===== config.mk =====
export PLATFORM = sky130hd
export DESIGN_NAME = stream_rx_fifo
export DESIGN_NICKNAME = d
export VERILOG_FILES = /design/src/rtl/stream_rx_fifo.sv
export SDC_FILE = /design/constraint.sdc
export NUM_CORES = 1
export LEC_CHECK = 0
export BUFFER_PORTS_ARGS = -buffer_cell sky130_fd_sc_hd__buf_2
export CAP_MARGIN = 20
export CELL_PAD_IN_SITES_DETAIL_PLACEMENT = 0
export CELL_PAD_IN_SITES_GLOBAL_PLACEMENT = 1
export CORE_UTILIZATION = 50
export CTS_BUF_LIST = sky130_fd_sc_hd__clkbuf_16
export DETAILED_ROUTE_END_ITERATION = 10
export PLACE_DENSITY_LB_ADDON = 0.1
export SYNTH_ARGS = -nofsm -noshare
export SYNTH_HDL_FRONTEND = slang
export SYNTH_SLANG_ARGS = --single-unit

===== constraint.sdc =====
create_clock -name clk -period 16 [get_ports clk]
set_input_delay 1.6 -clock clk [delete_from_list [all_inputs] [get_ports clk]]
set_output_delay 1.6 -clock clk [all_outputs]
set_load 0.01 [all_outputs]

===== src/rtl/stream_rx_fifo.sv =====
// Consumer-side elastic buffer for a valid/ready stream: show-ahead pop port,
// occupancy and almost-full reporting, flush, accepted-beat counter, sticky underflow.
module stream_rx_fifo #(
    parameter int W         = 32,
    parameter int DEPTH     = 8,
    parameter int AF_THRESH = 6
) (
    input  logic                   clk,
    input  logic                   rst,
    input  logic                   s_valid,
    output logic                   s_ready,
    input  logic [W-1:0]           s_data,
    output logic                   rd_valid,
    output logic [W-1:0]           rd_data,
    input  logic                   pop,
    input  logic                   flush,
    output logic [$clog2(DEPTH):0] level,
    output logic                   almost_full,
    output logic [15:0]            beat_cnt,
    output logic                   underflow,
    input  logic                   err_clr
);
    localparam int AW = $clog2(DEPTH);
    localparam int PW = AW + 1;

    logic [PW-1:0] wr_ptr_q, wr_ptr_d;
    logic [PW-1:0] rd_ptr_q, rd_ptr_d;
    logic [15:0]   beat_cnt_q, beat_cnt_d;
    logic          underflow_q, underflow_d;
    logic [W-1:0]  mem_q [DEPTH];
    logic [W-1:0]  mem_d [DEPTH];

    logic full;
    logic empty;
    logic push;
    logic do_pop;
    logic pop_empty;

    // The extra pointer bit distinguishes full from empty when the index bits match.
    always_comb begin
        full        = (wr_ptr_q[AW] != rd_ptr_q[AW]) &&
                      (wr_ptr_q[AW-1:0] == rd_ptr_q[AW-1:0]);
        empty       = (wr_ptr_q == rd_ptr_q);
        s_ready     = !full && !flush && !rst;
        rd_valid    = !empty;
        rd_data     = mem_q[rd_ptr_q[AW-1:0]];
        level       = wr_ptr_q - rd_ptr_q;
        almost_full = (level >= PW'(AF_THRESH));
        beat_cnt    = beat_cnt_q;
        underflow   = underflow_q;
        push        = s_valid && s_ready;
        do_pop      = pop && rd_valid && !flush;
        pop_empty   = pop && !rd_valid && !flush;
    end

    always_comb begin
        wr_ptr_d    = wr_ptr_q;
        rd_ptr_d    = rd_ptr_q;
        beat_cnt_d  = beat_cnt_q;
        underflow_d = underflow_q;
        mem_d       = mem_q;

        if (push) begin
            mem_d[wr_ptr_q[AW-1:0]] = s_data;
            wr_ptr_d                = wr_ptr_q + PW'(1);
            beat_cnt_d              = beat_cnt_q + 16'd1;
        end

        // Flush never coincides with a push because s_ready is held low during it.
        if (flush) begin
            rd_ptr_d = wr_ptr_q;
        end else if (do_pop) begin
            rd_ptr_d = rd_ptr_q + PW'(1);
        end

        if (err_clr) begin
            underflow_d = 1'b0;
        end
        if (pop_empty) begin
            underflow_d = 1'b1;
        end
    end

    always_ff @(posedge clk or posedge rst) begin
        if (rst) begin
            wr_ptr_q    <= '0;
            rd_ptr_q    <= '0;
            beat_cnt_q  <= '0;
            underflow_q <= 1'b0;
        end else begin
            wr_ptr_q    <= wr_ptr_d;
            rd_ptr_q    <= rd_ptr_d;
            beat_cnt_q  <= beat_cnt_d;
            underflow_q <= underflow_d;
        end
    end

    // Storage is not reset; the pointers alone decide which entries are meaningful.
    always_ff @(posedge clk) begin
        mem_q <= mem_d;
    end

endmodule


==> results_dict.tcl, run 1 <==
set metrics [dict create \
    grt_overflow 0 \
    grtUsageTotal_pct 19.6 \
    fmax_mhz 213 \
    synthAdderAreaFrac_pct 0.863 \
    vias_per_cell 5.61 \
    worstSkewPairLatency_ns 0.53 \
    yosys_warnings 0 \
    cts.path.max_buffers 3 \
    syn_inst 578 \
    numCtsBuffers 29 \
    ys_types 39 \
    cap_violations 0 \
    final_cell_area_sq_mm 0.0128 \
    rsz0062_at_grt "no" \
    post_cts_buffers 0 \
    ys_seq_area_share_pct 75.5 \
    grt_pass1_vias 5792 \
    start_util_pct 51.7 \
    grt_use_met3_pct 3.12 \
    numPortBuffers 93 \
    die_x_microns 150 \
    holdCritPathClass "flop to flop" \
    maxSlewHeadroom_pct 41.2 \
    wl_mm 21.2 \
    setup_violations 0 \
    rows 53 \
    syn2layout_area_growth_pct 16.3 \
    max-vdd-ir-drop_mv 0.129 \
    fillerInstances 1594 \
    yosys.area.top_type_share_pct 69.8 \
    fin_setup_tns_ns 0 \
    clkSinkCount 281 \
    cts_tree "yes" \
    nNetsFinal 739 \
    crit_required_ns 14.40 \
    start_kind "flop" \
    max_stage_delay_ns 0.80 \
    drt_pass1_iterations 4 \
    cp_cell_sequence "buf_4, mux4_2, nand2_1, nand2_1, buf_2" \
    grt_max_degree 43 \
    synthTopCellsByArea "edfxtp_1, mux4_2, dfrtp_1" \
    die_area_sq_mm 0.0226 \
    total_power_uw 2140 \
    leakagePower_uw 0.00462 \
    min_period_over_period_pct 29.4 \
    synthMuxAreaShare_pct 13.1 \
    status "finished clean" \
    worstSetupPathType "flop to output port" \
    endpoint_kind "output port" \
    place_area_sq_mm 0.0118 \
    synth-compound-area-share_pct 0.954 \
    top_usage_layer "met2" \
    globalplace.congestion 0.761 \
    wl_per_cell_microns 21.4 \
    use_met1_pct 27.0 \
    worst-slew-pin-transition_ns 0.882 \
    cts.repair.resized 0 \
    dp_hpwl_mm 11.9 \
    crit_fanout 42 \
    antenna_left 0 \
    clockRootBuffer "clkbuf_16" \
    drv_slew 0 \
    synth_area_per_cell_sq_um 19.1 \
    drc 0 \
    synth_top_family_by_area "multiplexers" \
    crit_path_frequent_cell "nand2_1" \
    final_common_cell "edfxtp_1" \
    cp_slowest_cell "dfrtp_4" \
    layout_common_cells "edfxtp_1, nand2_1, buf_2, mux4_2, clkbuf_16" \
    holdBufCountCts 0 \
    clk_pin_slew_ns 0.06 \
    grt_pass1_wl_mm 32.6 \
    period_needed_ns 4.70 \
    synth_top_cell_by_area "edfxtp_1" \
    antenna_found_initial 1 \
    htreeDepth 1 \
    core_area_sq_mm 0.0213 \
    cp.arrival_ns 3.10 \
    clock_skew_ns 0.00649 \
    dr_total_vias 5560 \
    fp.dieH_microns 150 \
    synthesis.area_sq_mm 0.0110 \
    hold_violations 0 \
    drive_gt1_share_pct 32.7 \
    synth-simple-area-share_pct 6.09 \
    drtIter0Drc 355 \
    syn-num-nets 623 \
    ios 94 \
    final_core_util_pct 60.1 \
    synth-xor-area-share_pct 1.98 \
    synth_seq_cells 281 \
    met2_usage_pct 32.8 \
    pwr_density_cell_mw_per_mm2 167 \
]
[per-stage QoR]
step | worst slack [ns] | instances | hold slack [ns]
CTS | 11.20 | 988 | 0.467
global route | 11.08 | 990 | 0.509
global placement | 11.79 | 936 | 0.455
finish | 11.30 | 991 | 0.465
floorplan | 10.17 | 578 | 0.504
detailed placement | 11.79 | 936 | 0.459
[sequential cells by signal (all words and copies together), names as in the netlist]
register and flops:
rd_ptr_q 4, mem_q 256, underflow 1, beat_cnt 16, wr_ptr_q 4
[critical path, delay by kind of cell (launching register included)]
family	cells	cell delay [ns]
flops	1	0.80
simple gates	2	0.18
buf+inv	2	0.94
mux	1	0.60
[final cells by class]
cell class              count  area (sq um)  share of cell area [%]
diodes                      1          2.50                  0.0195
clock buffers              30           751                    5.86
clock inverters            22           158                    1.23
inverters                  11          41.3                   0.322
multi-input cells         261          2560                    20.0
flip-flops and latches    281          8320                    65.0
well taps                 275           344                    2.69
repair buffers            110           626                    4.89
[routing by layer]
| metal | vias up | share of wire (%) |
|---|---|---|
| met1 | 2895 | 44 |
| met3 | 30 | 4.9 |
| li1 | 2502 | - |
| met5 | - | 0 |
| met2 | 133 | 49 |
| met4 | 0 | 1.9 |
[worst paths after layout]
path,slack [ns],end,depth (start not counted),startpoint
max,11.30,rd_data[25],5,rd_ptr_q[0]$_DFFE_PP0P_
min,0.47,beat_cnt[15]$_DFFE_PP0P_,1,beat_cnt[15]$_DFFE_PP0P_
max reg2reg,12.44,mem_q[177]$_DFFE_PP_,8,rd_ptr_q[2]$_DFFE_PP0P_
min reg2reg,0.47,beat_cnt[15]$_DFFE_PP0P_,1,beat_cnt[15]$_DFFE_PP0P_
max in group asynchronous,14.64,rd_ptr_q[0]$_DFFE_PP0P_,3,rst
min in group asynchronous,0.98,beat_cnt[4]$_DFFE_PP0P_,2,rst
[cells by family after synthesis]
family / Yosys count
xor gates and xnor gates: 24
DFF: 281
buffers and inverters: 36
adders and majority gates: 7
AOI/OAI and AO/OA: 16
and+or+nand+nor: 150
muxes: 64
[report_power, final]
| part | total (uW) | switching [uW] | leakage (uW) | internal, uW |
|---|---|---|---|---|
| logic | 598 | 319 | 0.00153 | 278 |
| clock network | 637 | 267 | 0.000452 | 370 |
| registers | 908 | 63.8 | 0.00263 | 844 |
| total | 2140 | 650 | 0.00462 | 1490 |
[cells in the mapped netlist]
| master | count |
|---|---|
| edfxtp_1 | 256 |
| inv_1 | 10 |
| xor2_1 | 11 |
| nor4_1 | 6 |
| mux4_2 | 64 |
| and4_1 | 1 |
| nor2_1 | 2 |
| o211ai_2 | 1 |
| nand3_1 | 4 |
| a31oi_1 | 1 |
| o21ai_0 | 7 |
| xnor2_1 | 12 |
| a22oi_1 | 1 |
| nor3_2 | 3 |
| buf_4 | 6 |
| a21boi_0 | 1 |
| buf_6 | 1 |
| and4_4 | 1 |
| clkinv_1 | 1 |
| clkbuf_1 | 11 |
| o32ai_1 | 1 |
| nand2_1 | 115 |
| nand4_4 | 1 |
| nor2b_1 | 1 |
| fa_1 | 1 |
| buf_1 | 3 |
| and3_1 | 2 |
| nand4_1 | 6 |
| and3_2 | 1 |
| or3_1 | 1 |
| buf_2 | 4 |
| xnor2_2 | 1 |
| o211ai_1 | 1 |
| nor3b_1 | 1 |
| a21oi_1 | 2 |
| nor3_1 | 5 |
| ha_1 | 6 |
| dfrtp_1 | 25 |
| o211a_1 | 1 |
Power figures use the tool's default switching activity.
==> run 2: changes to the inputs <==
clock period = 4.64 ns   (was 16 ns; I/O delays follow)
==> run 2 against run 1 <==
Wire length shrank 4.5%; critical path type unchanged; sequential share of layout area decreased by 0.095 points; via count decreased by 1.5%; sequential power rose to 3.4 times the previous value; largest power group unchanged; register-to-register slack got worse by 11 ns; highest routed layer is now met5.
==> results_dict.tcl, run 2 (same netlist as run 1, synthesis figures left out) <==
set metrics [dict create \
    post-place-cells 936 \
    die_x_microns 150 \
    largest_register_ffs 256 \
    drc 0 \
    min_period_over_period_pct 70.9 \
    place_area_sq_mm 0.0119 \
    drt_pass1_iterations 4 \
    nNetsFinal 739 \
    post_cts_buffers 0 \
    syn2layout_area_growth_pct 16.4 \
    grt_max_degree 69 \
    cp.arrival_ns 2.82 \
    crit_path_frequent_cell "nand2_1" \
    grt_pass1_vias 5757 \
    fp.dieH_microns 150 \
    grt_pass1_wl_mm 31.9 \
    r2r_end "mem_q[38]$_DFFE_PP_" \
    worstSkewPairLatency_ns 0.52 \
    htreeDepth 1 \
    holdBufCountCts 0 \
    dp_hpwl_mm 11.4 \
    fmax_mhz 304 \
    fin_cells 992 \
    final_common_cell "edfxtp_1" \
    cp_cell_sequence "buf_4, buf_16, mux4_2, nand2_1, nand2_1, buf_2" \
    drv_slew 0 \
    clockRootBuffer "clkbuf_16" \
    fin_setup_tns_ns 0 \
    worstSetupPathType "flop to output port" \
    cap_violations 0 \
    crit_required_ns 4.18 \
    holdCritPathClass "primary input to flop" \
    numPortBuffers 93 \
    crit_fanout 31 \
    drive_gt1_share_pct 32.5 \
    cp_slowest_cell "dfrtp_4" \
    endpoint_kind "output port" \
    layout_common_cells "edfxtp_1, nand2_1, buf_2, mux4_2, clkbuf_16" \
    crit_buf_inv 3 \
    dr_total_vias 5479 \
    numCtsBuffers 28 \
    worst-slew-pin-transition_ns 1.03 \
    antenna_left 0 \
    final_cell_area_sq_mm 0.0128 \
    final_core_util_pct 60.2 \
    start_util_pct 51.7 \
    r2r-start "wr_ptr_q[0]$_DFFE_PP0P_" \
    crit_start "rd_ptr_q[0]$_DFFE_PP0P_" \
    regMostFlops "mem_q" \
    die_area_sq_mm 0.0226 \
    grtUsageTotal_pct 18.8 \
    wl_per_cell_microns 20.4 \
    cts_tree "yes" \
    cp_top_family "buffers and inverters" \
    clkSinkCount 281 \
    rows 53 \
    grt_overflow 0 \
    maxSlewHeadroom_pct 31.7 \
    start_kind "flop" \
    clock_skew_ns 0.0110 \
    ios 94 \
    setup_violations 0 \
    reg2regPathDepth 7 \
    leakagePower_uw 0.00464 \
    cp.depth 6 \
    r2r_setup_slack_ns 1.51 \
    vias_per_cell 5.52 \
    clk_pin_slew_ns 0.06 \
    cts.path.max_buffers 3 \
    drtIter0Drc 279 \
    core_area_sq_mm 0.0213 \
    globalplace.congestion 0.759 \
    max_stage_delay_ns 0.63 \
    status "finished clean" \
    wl_mm 20.3 \
    max-vdd-ir-drop_mv 0.612 \
    pwr_density_cell_mw_per_mm2 576 \
    cts.repair.resized 0 \
    antenna_found_initial 2 \
    crit_path_end "rd_data[5]" \
    fillerInstances 1577 \
    hold_violations 0 \
    period_needed_ns 3.29 \
    rsz0062_at_grt "no" \
]
run 2: cell types whose count changed in the layout (fill, tap and decap cells not counted), sizes merged:
cell	before	now
clkinvlp	2	0
dlygate4sd3	0	1
clkbuf	30	29
bufinv	2	3
inv	12	13
clkinv	17	18
run 2: layout make-up:
cell class	instances	area [sq um]	area share, %
clock inverter	23	178	1.39
clock buffer	29	726	5.66
antenna	1	2.50	0.0195
sequential	281	8320	64.9
tap	275	344	2.68
multi-input combinational	261	2570	20.0
inverter	11	41.3	0.322
timing repair buffer	111	643	5.02
run 2: where the power goes:
group / total [uW] / internal [uW] / switching [uW]
registers: 3060 / 2910 / 144
logic: 2160 / 993 / 1170
clock network: 2170 / 1290 / 876
total: 7390 / 5200 / 2190
run 2: how the worst min path moves through the flow:
stage / startpoint / endpoint / slack [ns] / cells after the start
3_3_place_gp: beat_cnt[15]$_DFFE_PP0P_ / beat_cnt[15]$_DFFE_PP0P_ / 0.45 / 1
3_5_place_dp: beat_cnt[15]$_DFFE_PP0P_ / beat_cnt[15]$_DFFE_PP0P_ / 0.46 / 1
5_1_grt: err_clr / underflow$_DFFE_PP0P_ / 0.14 / 2
6_report: err_clr / underflow$_DFFE_PP0P_ / 0.12 / 2
2_1_floorplan: rst / beat_cnt[0]$_DFFE_PP0P_ / 0.49 / 1
4_1_cts: err_clr / underflow$_DFFE_PP0P_ / 0.11 / 2
run 2: worst reg2reg max path: stages (launching register included):
cell and delay (ns):
dfrtp_1 0.51, inv_1 0.19, ha_1 0.37, nand3_1 0.18, o211a_1 0.39, nand2_1 0.22
nor3b_4 0.44, buf_4 0.47
run 2: routing by layer:
metal  track usage (%)  vias up  wire length (microns)
li1                  -     2498                      -
met1              25.6     2820                   8790
met2              32.2      130                  10200
met3              2.64       29                    944
met4              5.00        2                    343
met5                 0        -                     10
run 2: per-stage QoR:
stage          hold WS [ns]  setup WS, ns  power [uW]
4_1_cts               0.106          1.05        7460
2_1_floorplan         0.491        -0.651        4580
3_5_place_dp          0.455          1.46        5280
5_1_grt               0.136          1.13        7760
6_report              0.121          1.35        7390
3_3_place_gp          0.453          1.59        5260
